File: config.mk
export PLATFORM = sky130hd
export DESIGN_NAME = ddr_channel_arbiter
export DESIGN_NICKNAME = d
export VERILOG_FILES = /design/src/rtl/ddr_channel_arbiter.sv
export SDC_FILE = /design/constraint.sdc
export NUM_CORES = 1
export LEC_CHECK = 0
export ABC_AREA = 1
export BUFFER_PORTS_ARGS = -buffer_cell sky130_fd_sc_hd__buf_2
export CAP_MARGIN = 20
export CORE_AREA = 3 3 580 582
export CTS_CLUSTER_SIZE = 28
export DETAILED_ROUTE_END_ITERATION = 10
export DIE_AREA = 0 0 583 585
export SLEW_MARGIN = 20
export SYNTH_ARGS = -nofsm -noshare
export SYNTH_HDL_FRONTEND = slang
export SYNTH_SLANG_ARGS = --single-unit
export TNS_END_PERCENT = 30
File: constraint.sdc
create_clock -name clock -period 93.9 [get_ports clock]
set_input_delay 28.17 -clock clock [delete_from_list [all_inputs] [get_ports clock]]
set_output_delay 28.17 -clock clock [all_outputs]
set_load 0.01 [all_outputs]
File: src/rtl/ddr_channel_arbiter.sv
// Three-way DDR command arbiter: store > load > fetch fixed priority, with a
// starvation guard that forces a fetch grant after STARVE_LIMIT lost grants.
module ddr_channel_arbiter #(
    parameter int unsigned STARVE_LIMIT = 4
) (
    input  logic         clock,
    input  logic         reset,

    input  logic         pc_index_valid,
    input  logic [18:0]  pc_index,
    output logic         pc_index_ready,
    output logic [511:0] pc_read_inst,
    output logic         pc_operation_done,

    input  logic         opload_index_valid,
    input  logic [18:0]  opload_index,
    output logic         opload_index_ready,
    output logic [63:0]  opload_read_data,
    output logic         opload_operation_done,

    input  logic         opstore_index_valid,
    input  logic [18:0]  opstore_index,
    input  logic [63:0]  opstore_write_mask,
    input  logic [63:0]  opstore_write_data,
    output logic         opstore_index_ready,
    output logic         opstore_operation_done,

    output logic         ddr_chip_enable,
    output logic [18:0]  ddr_index,
    output logic         ddr_write_enable,
    output logic         ddr_burst_mode,
    output logic [63:0]  ddr_opstore_write_mask,
    output logic [63:0]  ddr_opstore_write_data,
    input  logic [63:0]  ddr_opload_read_data,
    input  logic [511:0] ddr_pc_read_inst,
    input  logic         ddr_operation_done,
    input  logic         ddr_ready
);

    localparam logic [3:0] STARVE_MAX = 4'(STARVE_LIMIT);

    typedef enum logic [1:0] {ST_IDLE, ST_ISSUE, ST_WAIT, ST_RESP} state_e;
    typedef enum logic [1:0] {CH_NONE, CH_PC, CH_LOAD, CH_STORE} chan_e;

    state_e       state_q, state_d;
    chan_e        chan_q, chan_d;
    chan_e        winner;
    logic [3:0]   starve_q, starve_d;
    logic [18:0]  index_q, index_d;
    logic [63:0]  mask_q, mask_d;
    logic [63:0]  wdata_q, wdata_d;
    logic         chip_enable_q, chip_enable_d;
    logic         write_enable_q, write_enable_d;
    logic         burst_q, burst_d;
    logic         pc_done_q, pc_done_d;
    logic         load_done_q, load_done_d;
    logic         store_done_q, store_done_d;
    logic [511:0] pc_data_q, pc_data_d;
    logic [63:0]  load_data_q, load_data_d;

    // Ready is combinational so the requester sees the accept in the same cycle.
    always_comb begin : arbitrate
        winner = CH_NONE;
        if (!reset && state_q == ST_IDLE && ddr_ready) begin
            if (pc_index_valid && starve_q == STARVE_MAX) winner = CH_PC;
            else if (opstore_index_valid)                 winner = CH_STORE;
            else if (opload_index_valid)                  winner = CH_LOAD;
            else if (pc_index_valid)                      winner = CH_PC;
        end
    end

    assign pc_index_ready      = (winner == CH_PC);
    assign opload_index_ready  = (winner == CH_LOAD);
    assign opstore_index_ready = (winner == CH_STORE);

    always_comb begin : next_state
        // NOTE: every _d defaults to its _q (or to 0 for pulses) so no path infers a latch.
        state_d        = state_q;
        chan_d         = chan_q;
        starve_d       = starve_q;
        index_d        = index_q;
        mask_d         = mask_q;
        wdata_d        = wdata_q;
        write_enable_d = write_enable_q;
        burst_d        = burst_q;
        pc_data_d      = pc_data_q;
        load_data_d    = load_data_q;
        chip_enable_d  = 1'b0;
        pc_done_d      = 1'b0;
        load_done_d    = 1'b0;
        store_done_d   = 1'b0;

        case (state_q)
            ST_IDLE: begin
                if (winner != CH_NONE) begin
                    state_d        = ST_ISSUE;
                    chan_d         = winner;
                    chip_enable_d  = 1'b1;
                    write_enable_d = (winner == CH_STORE);
                    burst_d        = (winner == CH_PC);
                    case (winner)
                        CH_PC: begin
                            index_d  = pc_index;
                            starve_d = '0;
                        end
                        CH_LOAD: index_d = opload_index;
                        default: begin
                            index_d = opstore_index;
                            mask_d  = opstore_write_mask;
                            wdata_d = opstore_write_data;
                        end
                    endcase
                    // A waiting fetch that lost this grant moves closer to forced service.
                    if (winner != CH_PC && pc_index_valid && starve_q != STARVE_MAX)
                        starve_d = starve_q + 4'd1;
                end
            end
            ST_ISSUE, ST_WAIT: begin
                if (ddr_operation_done) begin
                    state_d        = ST_RESP;
                    write_enable_d = 1'b0;
                    burst_d        = 1'b0;
                    pc_done_d      = (chan_q == CH_PC);
                    load_done_d    = (chan_q == CH_LOAD);
                    store_done_d   = (chan_q == CH_STORE);
                    if (chan_q == CH_PC)   pc_data_d   = ddr_pc_read_inst;
                    if (chan_q == CH_LOAD) load_data_d = ddr_opload_read_data;
                end else begin
                    state_d = ST_WAIT;
                end
            end
            ST_RESP: state_d = ST_IDLE;
            default: state_d = ST_IDLE;
        endcase
    end

    // NOTE: sequential state uses <= only; data registers are reset because reset must clear them.
    always_ff @(posedge clock or posedge reset) begin
        if (reset) begin
            state_q        <= ST_IDLE;
            chan_q         <= CH_NONE;
            starve_q       <= '0;
            index_q        <= '0;
            mask_q         <= '0;
            wdata_q        <= '0;
            chip_enable_q  <= 1'b0;
            write_enable_q <= 1'b0;
            burst_q        <= 1'b0;
            pc_done_q      <= 1'b0;
            load_done_q    <= 1'b0;
            store_done_q   <= 1'b0;
            pc_data_q      <= '0;
            load_data_q    <= '0;
        end else begin
            state_q        <= state_d;
            chan_q         <= chan_d;
            starve_q       <= starve_d;
            index_q        <= index_d;
            mask_q         <= mask_d;
            wdata_q        <= wdata_d;
            chip_enable_q  <= chip_enable_d;
            write_enable_q <= write_enable_d;
            burst_q        <= burst_d;
            pc_done_q      <= pc_done_d;
            load_done_q    <= load_done_d;
            store_done_q   <= store_done_d;
            pc_data_q      <= pc_data_d;
            load_data_q    <= load_data_d;
        end
    end

    assign ddr_chip_enable        = chip_enable_q;
    assign ddr_index              = index_q;
    assign ddr_write_enable       = write_enable_q;
    assign ddr_burst_mode         = burst_q;
    assign ddr_opstore_write_mask = mask_q;
    assign ddr_opstore_write_data = wdata_q;
    assign pc_operation_done      = pc_done_q;
    assign opload_operation_done  = load_done_q;
    assign opstore_operation_done = store_done_q;
    assign pc_read_inst           = pc_data_q;
    assign opload_read_data       = load_data_q;

endmodule

Word-level counts from Yosys, hierarchy flattened

Cells that the tools add are included.

Register bits after elaboration: 737
Logic and storage cells: 72
Output and inout port bits: 732
Bits of input ports: 768

Add/sub/neg operators: 1
Bitwise logic cells: 1
Equality and inequality tests: 14
Mux-type cells: 24
Reductions and logical operators: 18

Operator list:

| cell                                                                    | count |
|---|---|
| 19-bit case mux with 2 select lines                                     | 1 |
| 3-bit AND reduction                                                     | 5 |
| 1-bit 2-to-1 mux                                                        | 13 |
| 2-bit == test, second input constant                                    | 6 |
| 2-bit 2-to-1 mux                                                        | 5 |
| 4-bit 2-to-1 mux                                                        | 2 |
| 2-bit by 1-bit == test with 1-bit output, second input constant         | 3 |
| 2-bit case mux with 3 select lines                                      | 1 |
| 2-bit nonzero test                                                      | 3 |
| 1-bit logical AND                                                       | 5 |
| 4-bit by 1-bit adder with 4-bit output, second input constant           | 1 |
| 4-bit by 3-bit == test with 1-bit output, second input constant         | 1 |
| 2-bit by 1-bit inequality test with 1-bit output, second input constant | 2 |
| 4-bit by 3-bit inequality test with 1-bit output, second input constant | 1 |
| 1-bit case mux with 2 select lines                                      | 2 |
| 2-bit OR reduction                                                      | 2 |
| 2-bit logical NOT                                                       | 1 |
| 2-bit inequality test, second input constant                            | 1 |
| 2-bit AND reduction                                                     | 1 |
| 1-bit logical NOT                                                       | 1 |
| 1-bit inverter                                                          | 1 |

Depth between registers and ports, before layout

Depth in word-level cells: 10
Depth in mapped cells: 13
Depth with buffers taken out: 12

Worst setup path before layout

Ideal clock, no wire load.

Path kind: input to output
Start point: in reset
End point: out opstore_index_ready
Stages: 6
Path buffers: 0
Slack: 20.467 ns
Arrival: 45.263 ns
Data required time: 65.730 ns
Path through: inv_1 -> nand3_1 -> nor2_1 -> nand2_1 -> inv_1 -> ha_1

Cells in the longest elaborated chain, start to end: 5

RTL lines:

| what                               | RTL line | source |
|---|---|---|
| start: declaration                 | 7        | `input logic reset,` |
| 1-bit logical NOT (no source line) | n/a      |  |
| 1-bit logical AND (2 in a row)     | 64       | `if (!reset && state_q == ST_IDLE && ddr_ready) begin` |
| 2-bit 2-to-1 mux                   | 64       |  |
| named net winner[1]                | 47       | `chan_e winner;` |
| 2-bit == test                      | 74       | `assign opstore_index_ready = (winner == CH_STORE);` |
| end: declaration                   | 25       | `output logic opstore_index_ready,` |

The timed path passes the listed nets, and every way through them passes these cells.

Worst setup path in the final report

Start point: in reset
End point: out pc_index_ready

Cells in the longest elaborated chain, start to end: 5

RTL lines:

| what                                     | RTL line | source |
|---|---|---|
| 1-bit logical NOT (no source line)       | n/a      |  |
| 1-bit logical AND (2 in a row)           | 64       |  |
| 2-bit 2-to-1 mux                         | 64       |  |
| named net winner[0]                      | 47       |  |
| 2-bit by 1-bit == test with 1-bit output | 72       | `assign pc_index_ready = (winner == CH_PC);` |
| end: declaration                         | 11       | `output logic pc_index_ready,` |

The timed path passes the listed nets, and every way through them passes these cells.

==> impl_results.md <==
* WL final at 238000 um
* Setup ws final at 35.76 ns
* Worst slew margin at 24.6%
* Setup slack, reg-to-reg at 89.84 ns
* Synthesized instance count at 3226
* CP required at 65.73 ns
* Status: complete, no violations
* # setup viols final at 0
* Max-Cap Viols at 0
* Gr usage total at 13.3%
* Routed len/inst at 25.9 um
* Post-Synth Simple-Gate Area at 28.1%
* Postcts setup bufs at 0
* Pre-antenna DRT Iters at 6
* Buffers on Ports at 1499
* H-tree levels at 3
* Syn nets at 4002
* Setup_tns at 0 ns
* Synth Warn # at 0
* Hold buffers post-CTS at 0
* Post-synthesis mux area share at 0%
* Period minus WS final at 58.14 ns
* DP Wirelength at 202000 um
* Pwr Density at 30.0 mW/mm2
* Post-cts resize count at 0
* DRT met1 WL at 84500 um
* Syn-to-layout area delta at 55.8%
* Critical path class: in2out
* Total number of vias at 28200
* Clock root cell: clkbuf_16
* Xor and xnor area share after synthesis at 0.0307%
* GP Congestion at 1.03
* F_max at 0.0172 GHz
* Top sig layer: met5
* Nature of the critical path endpoint: output pin
* Cell Area, Synth at 0.0285 mm2
* Fin crit share at 61.9%
* Num CTS Buffers at 98
* Fillers at 38100
* Die width at 583 um
* Slew Viols, Final at 0
* Detailed-route DRC error count at 0
* Layout net count at 5451
* Total core area at 0.331 mm2
* Crit path DAT at 29.97 ns
* Synthesized area per cell at 8.84 um2
* FF-to-FF End: pc_read_inst[400]
* Buffer levels on the longest clock path at 4
* Clock latency at the later pin of the worst-skew pair at 0.82 ns
* CTS tree: done
* Pin count of the biggest net entering global routing at 205
* Die height at 585 um
* Maximum vdd drop at 0.0151 mV
* First-pass GRT wire length at 295000 um
* Post-place setup slack at 35.67 ns
* Compound-cell area share of the yosys netlist at 2.89%
* Placed cells at 8941
* Final ANT Viol Nets at 0
* Worst Skew at 0.0706 ns
* Synth Register Bits at 737
* Initial antenna violation count at 133
* CP Launch Type: input port
* Grt ovf at 0
* Sequential share of the synthesized area at 64.6%
* Row count at 211
* Worst-Margin Slew at 1.13 ns
* RSZ-0062 raised after global routing: false
* Worst r2r src: state_q[0]
* Post-route insts no fill at 9197
* Largest family of logic cells by synthesized area: simple AND/OR/NAND/NOR gates
* Hold Fails Final Rpt at 0
* Pleak at 0.0243 uW
* Vias in the first global route at 27700
* Hold endpoint: pc_read_inst[470]
* Worst hold path depth at 2
* Die Footprint at 0.341 mm2
* Util after Layout at 13.4%
* Starting density of the core at 8.63%
* Met3 wire len at 37000 um
* Count of cell types in the netlist at 21
* Post-Synth Adder-Cell Area at 0.351%
* Routed met2 length at 107000 um
* Clock Sinks at 737
* Worst R2R Path Depth at 10
* Vias per inst at 3.07
* Clock slew at reported path FFs at 0.05 ns
* I/O pin cnt at 1500
* Share of layout cells above drive strength 1 at 35.9%
* Hold Crit Start: pc_read_inst[470]
* Critical Path Fanout Max at 47
* Iter 0 DRT Violations at 2113
* HP Class: reg2reg
area by class of cell:
type	instances	area, um2	share of cell area (%)
Tap cell	4366	5460	12.3
Clock inverter	45	669	1.51
Timing Repair Buffer	1530	7750	17.4
Inverter	20	111	0.250
Antenna cell	80	200	0.450
Sequential cell	737	18400	41.5
Multi-Input combinational cell	2288	8990	20.2
Clock buffer	131	2830	6.36
logic make-up (layout without fill, tap and decap cells):
logic type                 count (synthesis)  after routing
and+or+nand+nor                         2124           2124
DFF                                      737            737
xor gates and xnor gates                   1              1
buffers and inverters                    201           1726
adders and majority gates                  8              8
AOI/OAI and AO/OA                        155            155
other                                      0             80
flip-flops by register name, indices dropped and copies added, names as in the netlist:
signal and cells:
starve_q 4, ddr_write_enable 1, ddr_burst_mode 1, ddr_index 19, ddr_chip_enable 1, pc_operation_done 1
opstore_operation_done 1, ddr_opstore_write_mask 64, opload_operation_done 1, opload_read_data 64, chan_q 2, ddr_opstore_write_data 64
state_q 2, pc_read_inst 512
through the flow:
step	instance area (um2)	hold slack (ns)	total power (uW)
detailed placement	40800	0.459	937
global placement	40800	0.457	934
floorplan	28500	0.471	644
finish	44500	0.471	1330
CTS	44300	0.475	1370
global route	44300	0.488	1420
report_power, final:
part / internal, uW / switching (uW) / leakage (uW)
registers: 419 / 57.1 / 0.00967
clock network: 253 / 162 / 0.00173
logic: 129 / 312 / 0.0129
total: 801 / 531 / 0.0243
Yosys cell counts:
library cell / instances / share of area [%]
a21oi_1: 1 / 0.018
buf_1: 6 / 0.079
buf_2: 86 / 1.5
buf_4: 41 / 1.1
buf_6: 13 / 0.51
buf_8: 1 / 0.053
clkbuf_1: 34 / 0.45
dfrtp_1: 737 / 65
ha_1: 8 / 0.35
inv_1: 16 / 0.21
inv_2: 3 / 0.039
inv_8: 1 / 0.039
nand2_1: 2084 / 27
nand3_1: 31 / 0.54
nand4_1: 2 / 0.044
nor2_1: 5 / 0.066
nor2_4: 1 / 0.039
nor3_1: 1 / 0.018
o211ai_1: 19 / 0.50
o21ai_0: 135 / 2.4
xor2_1: 1 / 0.031
critical path: stages:
cell	delay, ns
buf_2	0.13
inv_8	0.33
nand3_1	0.21
inv_1	0.13
nand2_1	0.14
inv_1	0.11
ha_1	0.14
buf_4	0.32
buf_2	0.20
metal layers:
| layer | vias up | track usage, % |
|---|---|---|
| met5 | - | 0.182 |
| li1 | 12800 | - |
| met4 | 34 | 4.57 |
| met3 | 413 | 8.71 |
| met2 | 1596 | 21.1 |
| met1 | 13300 | 14.1 |
cells in the final DEF, fill, tap and decap left out, types with 2 or more instances in the layout:
master / netlist / final
buf_4: 41 / 29
nand4_1: 2 / 2
ha_1: 8 / 7
nor2_1: 5 / 4
clkinv_4: 0 / 5
clkinv_2: 0 / 17
o21ai_0: 135 / 135
inv_6: 0 / 6
dfrtp_1: 737 / 737
bufinv_16: 0 / 15
diode_2: 0 / 80
nand3_1: 31 / 29
clkinv_16: 0 / 2
clkbuf_1: 34 / 10
inv_1: 16 / 14
o211ai_1: 19 / 19
nand2_1: 2084 / 2084
inv_2: 3 / 2
buf_2: 86 / 1499
clkbuf_16: 0 / 100
nor2_4: 1 / 2
clkbuf_8: 0 / 21
worst max path at each step:
stage / start / endpoint / slack [ns] / depth (start not counted)
6_report: reset / pc_index_ready / 35.76 / 9
5_1_grt: reset / pc_index_ready / 35.54 / 9
4_1_cts: reset / pc_index_ready / 35.67 / 9
3_5_place_dp: reset / pc_index_ready / 35.67 / 9
3_3_place_gp: reset / pc_index_ready / 35.55 / 9
2_1_floorplan: reset / opstore_index_ready / 20.47 / 6
Power figures use the tool's default switching activity.
